==> src/rtl/alt_pattern_gen.sv <==
// alt_pattern_gen: framed alternating-bit serial source.
// Emits len bits starting at level `first`. Each level is held for run+1 bits.
// hold stalls the frame. A one-cycle done pulse follows the last bit.
// Every output comes straight from a register.
module alt_pattern_gen #(
  parameter int CNT_W = 8,
  parameter int RUN_W = 4
) (
  input  logic             clk,
  input  logic             rst,
  input  logic             start,
  input  logic [CNT_W-1:0] len,
  input  logic             first,
  input  logic [RUN_W-1:0] run,
  input  logic             hold,
  output logic             a,
  output logic             a_valid,
  output logic             busy,
  output logic             done
);

  typedef enum logic [1:0] {
    IDLE = 2'd0,
    SEND = 2'd1,
    DONE = 2'd2
  } state_t;

  state_t           state_reg,   state_next;
  logic [CNT_W-1:0] len_reg,     len_next;
  logic [RUN_W-1:0] run_reg,     run_next;
  logic [CNT_W-1:0] bcnt_reg,    bcnt_next;   // 1-based index of the bit on `a`
  logic [RUN_W-1:0] rcnt_reg,    rcnt_next;   // position of that bit inside its run
  logic             level_reg,   level_next;  // level of the bit on `a`
  logic             a_reg,       a_next;
  logic             valid_reg,   valid_next;
  logic             busy_reg,    busy_next;
  logic             done_reg,    done_next;

  // Level and run position of the bit that follows the one currently shown.
  logic             step_level;
  logic [RUN_W-1:0] step_rcnt;

  // Advance the run counter; the level flips once a run of run+1 bits is complete.
  always_comb begin
    step_level = level_reg;
    step_rcnt  = rcnt_reg + 1'b1;
    if (rcnt_reg == run_reg) begin
      step_level = ~level_reg;
      step_rcnt  = '0;
    end
  end

  // Next-state and next-output logic for the IDLE/SEND/DONE sequencer.
  always_comb begin
    state_next = state_reg;
    len_next   = len_reg;
    run_next   = run_reg;
    bcnt_next  = bcnt_reg;
    rcnt_next  = rcnt_reg;
    level_next = level_reg;
    a_next     = a_reg;
    valid_next = valid_reg;
    busy_next  = busy_reg;
    done_next  = 1'b0;

    case (state_reg)
      IDLE: begin
        a_next     = 1'b0;
        valid_next = 1'b0;
        busy_next  = 1'b0;
        if (start) begin
          if (len != '0) begin
            // The first bit is presented on the same edge that accepts start.
            len_next   = len;
            run_next   = run;
            level_next = first;
            a_next     = first;
            valid_next = 1'b1;
            busy_next  = 1'b1;
            bcnt_next  = {{(CNT_W-1){1'b0}}, 1'b1};
            rcnt_next  = '0;
            state_next = SEND;
          end else begin
            // An empty frame only produces the completion pulse.
            done_next  = 1'b1;
            state_next = DONE;
          end
        end
      end

      SEND: begin
        if (hold) begin
          // Stall: `a` keeps its value and all counters stay frozen.
          valid_next = 1'b0;
        end else if (bcnt_reg == len_reg) begin
          // The bit just shown was the last one.
          a_next     = 1'b0;
          valid_next = 1'b0;
          busy_next  = 1'b0;
          done_next  = 1'b1;
          state_next = DONE;
        end else begin
          bcnt_next  = bcnt_reg + 1'b1;
          rcnt_next  = step_rcnt;
          level_next = step_level;
          a_next     = step_level;
          valid_next = 1'b1;
        end
      end

      DONE: begin
        // The done pulse lasts one cycle; start is not sampled here.
        a_next     = 1'b0;
        valid_next = 1'b0;
        busy_next  = 1'b0;
        bcnt_next  = '0;
        rcnt_next  = '0;
        level_next = 1'b0;
        state_next = IDLE;
      end

      default: begin
        a_next     = 1'b0;
        valid_next = 1'b0;
        busy_next  = 1'b0;
        bcnt_next  = '0;
        rcnt_next  = '0;
        level_next = 1'b0;
        state_next = IDLE;
      end
    endcase
  end

  // State and output registers. Reset clears everything at once, dropping any partial frame.
  always_ff @(posedge clk or posedge rst) begin
    if (rst) begin
      state_reg <= IDLE;
      len_reg   <= '0;
      run_reg   <= '0;
      bcnt_reg  <= '0;
      rcnt_reg  <= '0;
      level_reg <= 1'b0;
      a_reg     <= 1'b0;
      valid_reg <= 1'b0;
      busy_reg  <= 1'b0;
      done_reg  <= 1'b0;
    end else begin
      state_reg <= state_next;
      len_reg   <= len_next;
      run_reg   <= run_next;
      bcnt_reg  <= bcnt_next;
      rcnt_reg  <= rcnt_next;
      level_reg <= level_next;
      a_reg     <= a_next;
      valid_reg <= valid_next;
      busy_reg  <= busy_next;
      done_reg  <= done_next;
    end
  end

  assign a       = a_reg;
  assign a_valid = valid_reg;
  assign busy    = busy_reg;
  assign done    = done_reg;

endmodule

==> config.mk <==
export PLATFORM = sky130hd
export DESIGN_NAME = alt_pattern_gen
export DESIGN_NICKNAME = d
export VERILOG_FILES = /design/src/rtl/alt_pattern_gen.sv
export SDC_FILE = /design/constraint.sdc
export NUM_CORES = 1
export LEC_CHECK = 0
export CAP_MARGIN = 20
export CORE_ASPECT_RATIO = 2
export CORE_UTILIZATION = 56
export CTS_BUF_LIST = sky130_fd_sc_hd__clkbuf_8
export CTS_CLUSTER_SIZE = 25
export DETAILED_ROUTE_END_ITERATION = 12
export GPL_ROUTABILITY_DRIVEN = 0
export GPL_TIMING_DRIVEN = 0
export PLACE_DENSITY = 0.81
export SLEW_MARGIN = 30
export SYNTH_ARGS = -nofsm -noshare
export SYNTH_HDL_FRONTEND = slang
export SYNTH_SLANG_ARGS = --single-unit
==> constraint.sdc <==
create_clock -name clk -period 2.1 [get_ports clk]
set_clock_uncertainty 0.05 [all_clocks]
set_input_delay 0.42 -clock clk [delete_from_list [all_inputs] [get_ports clk]]
set_output_delay 0.42 -clock clk [all_outputs]
set_load 0.05 [all_outputs]
* Word level (Yosys, flattened, before mapping)
Index checks and enable logic that the tools add are counted.
Widths: inputs -> output; s select.
** Storage, ports and cells
- Register bits :: 31
- Bits in latches :: 0
- Memory bits (writable) :: 0
- ROM bits :: 0
- Bits of input ports :: 17
- Output and inout port bits :: 4
- Logic and storage cells :: 67
- Memories :: 0
** Operators by class
- Add/subtract/negate cells :: 2
- Multiply operators :: 0
- Divide/modulo/power cells :: 0
- Order comparisons :: 0
- Eq/ne operators :: 8
- Shift-type cells :: 0
- Muxes and demuxes :: 40
- Bitwise gates (word level) :: 1
- Reductions and logical operators :: 6
** Operators by type and width (number)
- $mux 8 :: 4
- $mux 4 :: 5
- $mux 1 :: 19
- $pmux 8 s2 :: 1
- $ne 2x2->1 const B :: 5
- $pmux 1 s2 :: 5
- $add 8x1->8 const B :: 1
- $eq 8x8->1 :: 1
- $mux 2 :: 4
- $pmux 4 s2 :: 1
- $reduce_bool 8->1 :: 1
- $reduce_and 3->1 :: 2
- $add 4x1->4 const B :: 1
- $eq 4x4->1 :: 1
- $pmux 2 s2 :: 1
- $reduce_and 4->1 :: 1
- $eq 2x1->1 const B :: 1
- $logic_not 2->1 :: 1
- $reduce_and 2->1 :: 1
- $not 1->1 :: 1

* Depth between registers and ports, before layout
- Depth after elaboration :: 5
- Depth in mapped cells :: 7
- Depth with buffers taken out :: 5

* Least setup slack after synthesis
No wires, ideal clock.
- Kind :: input-to-reg
- Start :: input port len[5]
- End :: register bcnt_reg[0]
- Setup time :: 0.125 ns
- Arrival time :: 1.775 ns
- Data required time :: 1.925 ns
- Slack :: 0.150 ns
- Stages :: 5
- Path buffers :: 0
- Path through :: nor4_1 -> a21oi_2 -> or2_2 -> nand2_4 -> mux2_2
** Between the ends
- Word-level cells in the longest chain between the ends :: 3
** Ends and longest elaborated chain
- start, declared :: RTL line 12 : input logic [CNT_W-1:0] len,
- $reduce_bool 8->1 :: RTL line 72 : if (len != '0) begin
- $ne 2x2->1 (no source line)
- $reduce_and 4->1 (no source line)
- end signal, assigned :: RTL line 151 : bcnt_reg <= bcnt_next;
- end, declared :: RTL line 31 : logic [CNT_W-1:0] bcnt_reg, bcnt_next;
No other way between the ends.
A chain may end at the register's enable or synchronous reset.

* Worst setup path in the final report
- Start :: input port len[3]
- End :: register bcnt_reg[5]
Same word-level chain as after synthesis.

==> results_dict.tcl <==
set metrics [dict create \
    status "complete, no violations" \
    drc 0 \
    antenna_found_initial 0 \
    rrSetupSlack_ns 0.08 \
    hold_viol 0 \
    drt_first_iter_violations 26 \
    crit_family "buffers and inverters" \
    synth.avg_cell_area_um2 10.9 \
    crit_chain "clkdlybuf4s50_1, nor4_4, a21oi_2, buf_4, buf_4, o21ai_1, o21ai_0, a21boi_1" \
    track_usage 0.281 \
    netlist_area_um2 1610 \
    worstSkewPairLatency_ns 0.29 \
    fmax_ghz 0.485 \
    die-area_um2 3110 \
    layout-drive-gt1-share 0.237 \
    ys.flop_type "dfrtp_1" \
    synth_cell_types 41 \
    crit_path_max_incr_delay_ns 0.45 \
    p_total_w 0.00286 \
    layout_min_cycle_time_ns 2.06 \
    ys_ff_latch 31 \
    n_antenna_cell 0 \
    vdd_drop_max_mv 0.881 \
    final_common_cell "dfrtp_1" \
    die_h_um 77.8 \
    end_kind "flop" \
    synthArstFlopShare 1.00 \
    rsz0062_at_grt "true" \
    vias 1309 \
    grt_pass1_vias 1349 \
    maxCapViolCount 0 \
    hpwlAfterDp_mm 2.74 \
    critPathLaunchType "primary input" \
    place_ws_ns -0.637 \
    path_max_fanout 4 \
    drt-pass1-iter-count 4 \
    wl_per_cell_um 19.0 \
    path_class "in -> reg" \
    die_x_um 39.9 \
    placementRows 27 \
    synth_nets 167 \
    grt_max_degree 32 \
    cts_buffers 5 \
    cts_tree "yes" \
    layout.cells.non_filler 206 \
    path_common_cell "buf_4" \
    io_pins 21 \
    crit_slowest_cell "clkdlybuf4s50_1" \
    viasPerCell 6.35 \
    initial_core_util 0.588 \
    gr-total-overflow 0 \
    maxSlewHeadroom 0.573 \
    grt_pass1_wl_mm 5.93 \
    fin_crit_sh 0.982 \
    power_density_nw_per_um2 1420 \
    required_ns 2.26 \
    ys_warn_count 0 \
    finalNetCount 196 \
    finalMaxSlewViolations 0 \
    clk_pin_slew_ns 0.06 \
    postRouteAntennaNets 0 \
    port_buffers 20 \
    ctsHoldBuffers 0 \
    worst_slew_pin_slew_ns 0.640 \
    fp.coreArea_um2 2740 \
    numClockSinks 31 \
    min_path_type "reg -> reg" \
    cts-root-buf "clkbuf_8" \
    area_growth_pct 24.9 \
    synth_edf_count 0 \
    wl_mm 3.91 \
    crit_buf_inv 3 \
    yosysSeqAreaShare 0.482 \
    leakage_nw 0.882 \
    htreeDepth 2 \
    dp.cells 197 \
    clockBufferDepth 2 \
    worst-endpoint-arrival_ns 2.22 \
    layout_common_cells "31 x dfrtp_1, 19 x clkdlybuf4s50_1, 12 x xor2_1, 12 x mux2_2, 9 x o21ai_0" \
    setup_viol 0 \
    synth_cells 148 \
    finalWorstSetupSlack_ns 0.0382 \
]
==> final cells by class <==
cell class	instances	area, µm²
Inverter	2	7.51
Buffer	4	25.0
Sequential cell	31	776
Clock buffer	6	82.6
Multi-Input combinational cell	111	862
Clock inverter	1	5.00
Timing Repair Buffer	22	218
Fill cell	204	724
Tap cell	29	36.3
==> where the power goes <==
group	switching (W)	internal (W)	leakage (nW)
Clock	0.000213	0.000256	0.0470
Sequential	0.000233	0.000845	0.386
Combinational	0.000710	0.000598	0.449
==> final timing paths <==
path,cells past startpoint,start,end
worst max-delay path,8,len[3],bcnt_reg[5]$_DFFE_PP0P_
worst min-delay path,1,busy$_DFFE_PP0P_,busy$_DFFE_PP0P_
worst max register to register,5,state_reg[0]$_DFFE_PP0P_,run_reg[1]$_DFFE_PP0P_
worst min register to register,1,busy$_DFFE_PP0P_,busy$_DFFE_PP0P_
max in group asynchronous,2,rst,bcnt_reg[0]$_DFFE_PP0P_
min in group asynchronous,2,rst,len_reg[4]$_DFFE_PP0P_
==> worst register-to-register path, delay by kind of cell, from the launching register on <==
kind,cells,cell delay [ns]
DFF,1,0.45
and+or+nand+nor,3,0.80
buffers and inverters,1,0.26
muxes,1,0.35
==> timing repair <==
item	4_1_cts	5_1_grt
cloned	0	0
gates resized for setup	5	10
endpoints found under the setup margin	19	17
pin swaps	2	2
buffers inserted	2	0
==> cell usage after synthesis (2+ instances only) <==
master	n	area, µm²
a21o_1	2	15.0
or4_1	3	22.5
o21ai_0	10	50.1
buf_4	2	15.0
mux2i_1	2	20.0
and2_1	3	18.8
ha_1	2	25.0
nand2_1	6	22.5
or2_2	4	25.0
nor2_1	7	26.3
nor4_1	5	31.3
o31ai_1	6	45.0
mux2_2	12	135
nor2b_1	2	12.5
a21boi_1	4	30.0
or3_1	5	31.3
xor2_1	12	105
inv_1	2	7.51
nand3_1	4	20.0
dfrtp_1	31	776
a21o_2	2	17.5
nor3_1	3	15.0
==> metal layers <==
layer / global-route usage / wire length [µm] / up-vias
li1: - / - / 605
met5: 0 / 0 / -
met3: 0.0657 / 144 / 12
met4: 0.117 / 92 / 0
met1: 0.278 / 1390 / 652
met2: 0.502 / 2280 / 40
==> cell families after synthesis <==
logic type | count (synthesis) | share of synthesized area
flops | 31 | 0.482
xor+xnor | 13 | 0.0707
fa+ha+maj | 2 | 0.0155
simple gates | 49 | 0.173
mux | 14 | 0.0963
compound gates | 33 | 0.143
buf+inv | 6 | 0.0202
==> stage by stage <==
stage | setup TNS (ns) | hold WS [ns] | instance area [µm²] | util
finish | 0 | 0.434 | 2010 | 0.735
global route | -0.0380 | 0.455 | 2010 | 0.735
CTS | 0 | 0.443 | 1980 | 0.724
detailed placement | -10.75 | 0.429 | 1850 | 0.675
global placement | -9.02 | 0.413 | 1850 | 0.675
floorplan | 0 | 0.440 | 1610 | -
Note: power is estimated with default switching activity, not from simulation.
==> RTL edit 1, RTL diff (same settings) <==
Set the parameter `RUN_W` to 3 (it was 4).
--- a/src/rtl/alt_pattern_gen.sv
+++ b/src/rtl/alt_pattern_gen.sv
@@ -4,7 +4,7 @@
 // Every output comes straight from a register.
 module alt_pattern_gen #(
   parameter int CNT_W = 8,
-  parameter int RUN_W = 4
+  parameter int RUN_W = 3
 ) (
   input  logic             clk,
   input  logic             rst,
Interface: changed (resized run); port bits go from 21 to 20. The function was not compared with the original's and may differ.
==> RTL edit 1 against the unedited design <==
- hold slack better by 32 ps
- global-route usage up 0.58 points
- sequential cell count down 2
- critical path depth down 1
- total power down 5.3%
- area after synthesis down 5.7%
- final area down 6.8%
- combinational power down 9%
- setup slack better by 24 ps
- wire length down 11%
- critical path type unchanged
- largest power group unchanged
==> RTL edit 1: results <==
group,metric,value,unit
status,outcome,"complete, no violations",
clocking,h-tree-depth,2,
global_route,grt_pass1_wl,5.540,mm
setup_path,slowest_delay,490,ps
global_route,grt_usage,0.2870,
clocking,cts_buffers,5,
synth,ys_seq_area_frac,0.4782,
drt,drt-initial-drc-count,44,
power,p_leak,0.0007574,uW
placed_design,dp_cells,181,
global_route,met2_usage,0.5370,
synth,synth_cells,134,
setup_path,worstPathArrival,2150,ps
clocking,cts.path.max_buffers,2,
placed_design,portBuffers,19,
clocking,cts_root_buffer,"clkbuf_8",
power,ir_drop,0.9513,mV
global_route,grt_start_max_net_pins,30,
finish,drive_above_1_share,0.1925,
synth,synth_cell_types,42,
setup_path,critPathMaxFanout,10,
drt,wl_per_cell,18.41,um
synth,ys_top_cells_by_area,"dfrtp_1, xnor2_1, mux2_4, mux2_2, nand3_1",
power,switching_power,1011,uW
global_route,use_met1,0.2891,
setup_path,crit_family,"buffers and inverters",
placed_design,place_ws,-513.2,ps
global_route,met3_usage,0.06122,
sta,worst_pin_slew,602.6,ps
drt,vias_per_cell,6.005,
global_route,grt_pass1_vias,1195,
finish,layoutNonFillerInstCount,189,
finish,fillers,197,
synth,synth_nets,152,
drt,firstDrtPassIters,4,
synth,synth_commonest_cells,"dfrtp_1, xnor2_1, nand2_1",
placed_design,place_hpwl,2.467,mm
-- RTL edit 1: changes by cell type after synthesis, moves of 5 or more --
cell	before	now
mux2_4	0	6
xor2_1	12	1
o31ai_1	6	0
xnor2_1	1	11
nor2_1	7	2
o21ai_0	10	3
mux2_2	12	5
-- RTL edit 1: power by group through the flow --
stage / Sequential (uW) / Combinational (uW) / Clock (uW)
global route: 1090 / 1310 / 488
global placement: 1050 / 1120 / 0
finish: 1060 / 1190 / 456
detailed placement: 1060 / 1170 / 0
floorplan: 1070 / 847 / 0
CTS: 1060 / 1190 / 465
-- RTL edit 1: layer usage --
layer,part of all wire,vias up
met4,0.024,0
met5,0,-
met3,0.020,8
met1,0.36,558
met2,0.60,18
li1,-,551
-- RTL edit 1: path summary, 6_finish.rpt --
kind | end | from | cells after the start | slack [ps]
setup / recovery | len_reg[1]$_DFFE_PP0P_ | len[5] | 7 | 60
min in group asynchronous | len_reg[6]$_DFFE_PP0P_ | rst | 2 | 500
hold / removal | busy$_DFFE_PP0P_ | busy$_DFFE_PP0P_ | 1 | 470
hold reg to reg | busy$_DFFE_PP0P_ | busy$_DFFE_PP0P_ | 1 | 470
max in group asynchronous | busy$_DFFE_PP0P_ | rst | 2 | 1110
setup reg to reg | busy$_DFFE_PP0P_ | bcnt_reg[0]$_DFFE_PP0P_ | 6 | 190
-- RTL edit 1: metrics by stage --
step	cell area, um^2	total power (uW)
3_5_place_dp	1743	2227
2_1_floorplan	1518	1920
4_1_cts	1858	2714
5_1_grt	1874	2887
6_report	1874	2704
3_3_place_gp	1743	2162
-- RTL edit 1: layout make-up --
class | count | area, um^2 | area share
inverter | 4 | 15.01 | 0.008011
timing repair buffer | 20 | 197.7 | 0.1055
sequential | 29 | 725.7 | 0.3872
buffer | 4 | 31.28 | 0.01669
clock inverter | 1 | 3.754 | 0.002003
tap | 28 | 35.03 | 0.01869
multi-input combinational | 97 | 783.3 | 0.4179
clock buffer | 6 | 82.58 | 0.04406
-- RTL edit 1: logic make-up after synthesis --
family,after synthesis,synth area share
compound gates,25,0.1311
xor+xnor,12,0.06925
fa+ha+maj,2,0.01649
buf+inv,8,0.03049
flops,29,0.4782
mux,13,0.1105
simple gates,45,0.1641
-- RTL edit 1: worst register-to-register path: stages, from the launching register on --
cell and delay, ps:
dfrtp_1 460, xnor2_1 190, nand4_1 190, nor2_4 270, buf_2 260, nand2_1 130
a31o_2 250
-- RTL edit 1: repair_timing --
item	CTS	global route
buffers inserted	1	0
resized for setup	3	3
pin swaps	2	1
cloned	0	0
endpoints found under the setup margin	15	13
==> RTL edit 2, RTL diff (config.mk and constraints unchanged) <==
Without the edit above. The output `done` loses its register stage (`done_reg` becomes a continuous assignment).
--- a/src/rtl/alt_pattern_gen.sv
+++ b/src/rtl/alt_pattern_gen.sv
@@ -143,7 +143,6 @@
       a_reg     <= 1'b0;
       valid_reg <= 1'b0;
       busy_reg  <= 1'b0;
-      done_reg  <= 1'b0;
     end else begin
       state_reg <= state_next;
       len_reg   <= len_next;
@@ -154,9 +153,10 @@
       a_reg     <= a_next;
       valid_reg <= valid_next;
       busy_reg  <= busy_next;
-      done_reg  <= done_next;
     end
   end
+
+  assign done_reg = done_next;
 
   assign a       = a_reg;
   assign a_valid = valid_reg;
Check against the original RTL: not equivalent (Yosys sat finds a counterexample within 4 cycles, from zero or initial values and one cycle with rst high).
==> RTL edit 2 against the unedited design <==
- the flow now finishes with violations (setup timing)
- wire length grew 11%
- setup slack lost 150 ps
- sequential cell count shrank 1
- first-iteration DRC count grew 62%
- combinational power grew 11%
- count of clock-buffer cells in the layout is the same
- area after synthesis grew 5.4%
- total power grew 4.7%
- final area grew 8.2%
- global-route usage grew 2.5 points
- sequential share of layout area shrank 4.0 points
- die area grew 5.2%
- largest power group unchanged
==> RTL edit 2: results <==
group,metric,value,unit
global_route,grt_usage,0.3057,
setup_path,critPathCapture,"done",
setup_path,crit_slowest_cell,"dfrtp_1",
synth,synth_compound_area_frac,0.1452,
synth,synth_cell_types,54,
sta,setup_viol,1,
placed_design,place_area,0.001948,mm^2
setup_path,rrSetupSlack,110,ps
synth,synth_commonest_cells,"dfrtp_1, mux2_2, xor2_1",
sta,worst_pin_slew,627.4,ps
synth,synthAdderAreaFrac,0.01474,
status,violations,"setup timing",
drt,wl_met2,2.533,mm
setup_path,crit_family,"flip-flops",
synth,ys_top_cells_by_area,"dfrtp_1, mux2_2, xor2_1, o31ai_1, nor4_4",
global_route,use_met1,0.3050,
finish,layout.nets,203,
synth,ys_seq_area_frac,0.4422,
power,ir_drop,0.9009,mV
status,outcome,"finished with violations",
global_route,met2_usage,0.5406,
finish,fillers,186,
setup_path,worstSetupPathType,"reg -> out",
global_route,grt_start_max_net_pins,31,
setup_path,worstSetupStartpoint,"len_reg[2]$_DFFE_PP0P_",
sta,setup_slack,-110.7,ps
synth,synth_xor_area_frac,0.06706,
power,switching_power,1210,uW
## RTL edit 2: cell count changes after synthesis, moves of 3 or more
cell,change
o21ai_0,-5
nor2_1,-4
nor4_1,-4
or3_1,-4
a21boi_1,-3
o211ai_1,+3
or3_2,+3
## RTL edit 2: repair_timing
| action | CTS | global route |
|---|---|---|
| pin swaps | 8 | 1 |
| cloned | 0 | 0 |
| gates resized for setup | 20 | 4 |
| setup endpoints to repair | 3 | 11 |
| setup buffers | 9 | 3 |
## RTL edit 2: metrics by stage
stage                     instances  power, uW
after floorplan                 145       1970
after global placement          194       2236
after detailed placement        194       2323
after CTS                       211       2949
after global routing            214       3143
final                           214       2990
## RTL edit 2: final cells by class
type	count	area (um^2)	share of cell area
Sequential cell	30	753.2	0.3460
Buffer	5	36.28	0.01667
Multi-Input combinational cell	108	955.9	0.4391
Timing Repair Buffer	32	296.5	0.1362
Tap cell	29	36.28	0.01667
Clock buffer	6	82.58	0.03793
Inverter	2	7.507	0.003448
Clock inverter	2	8.758	0.004023
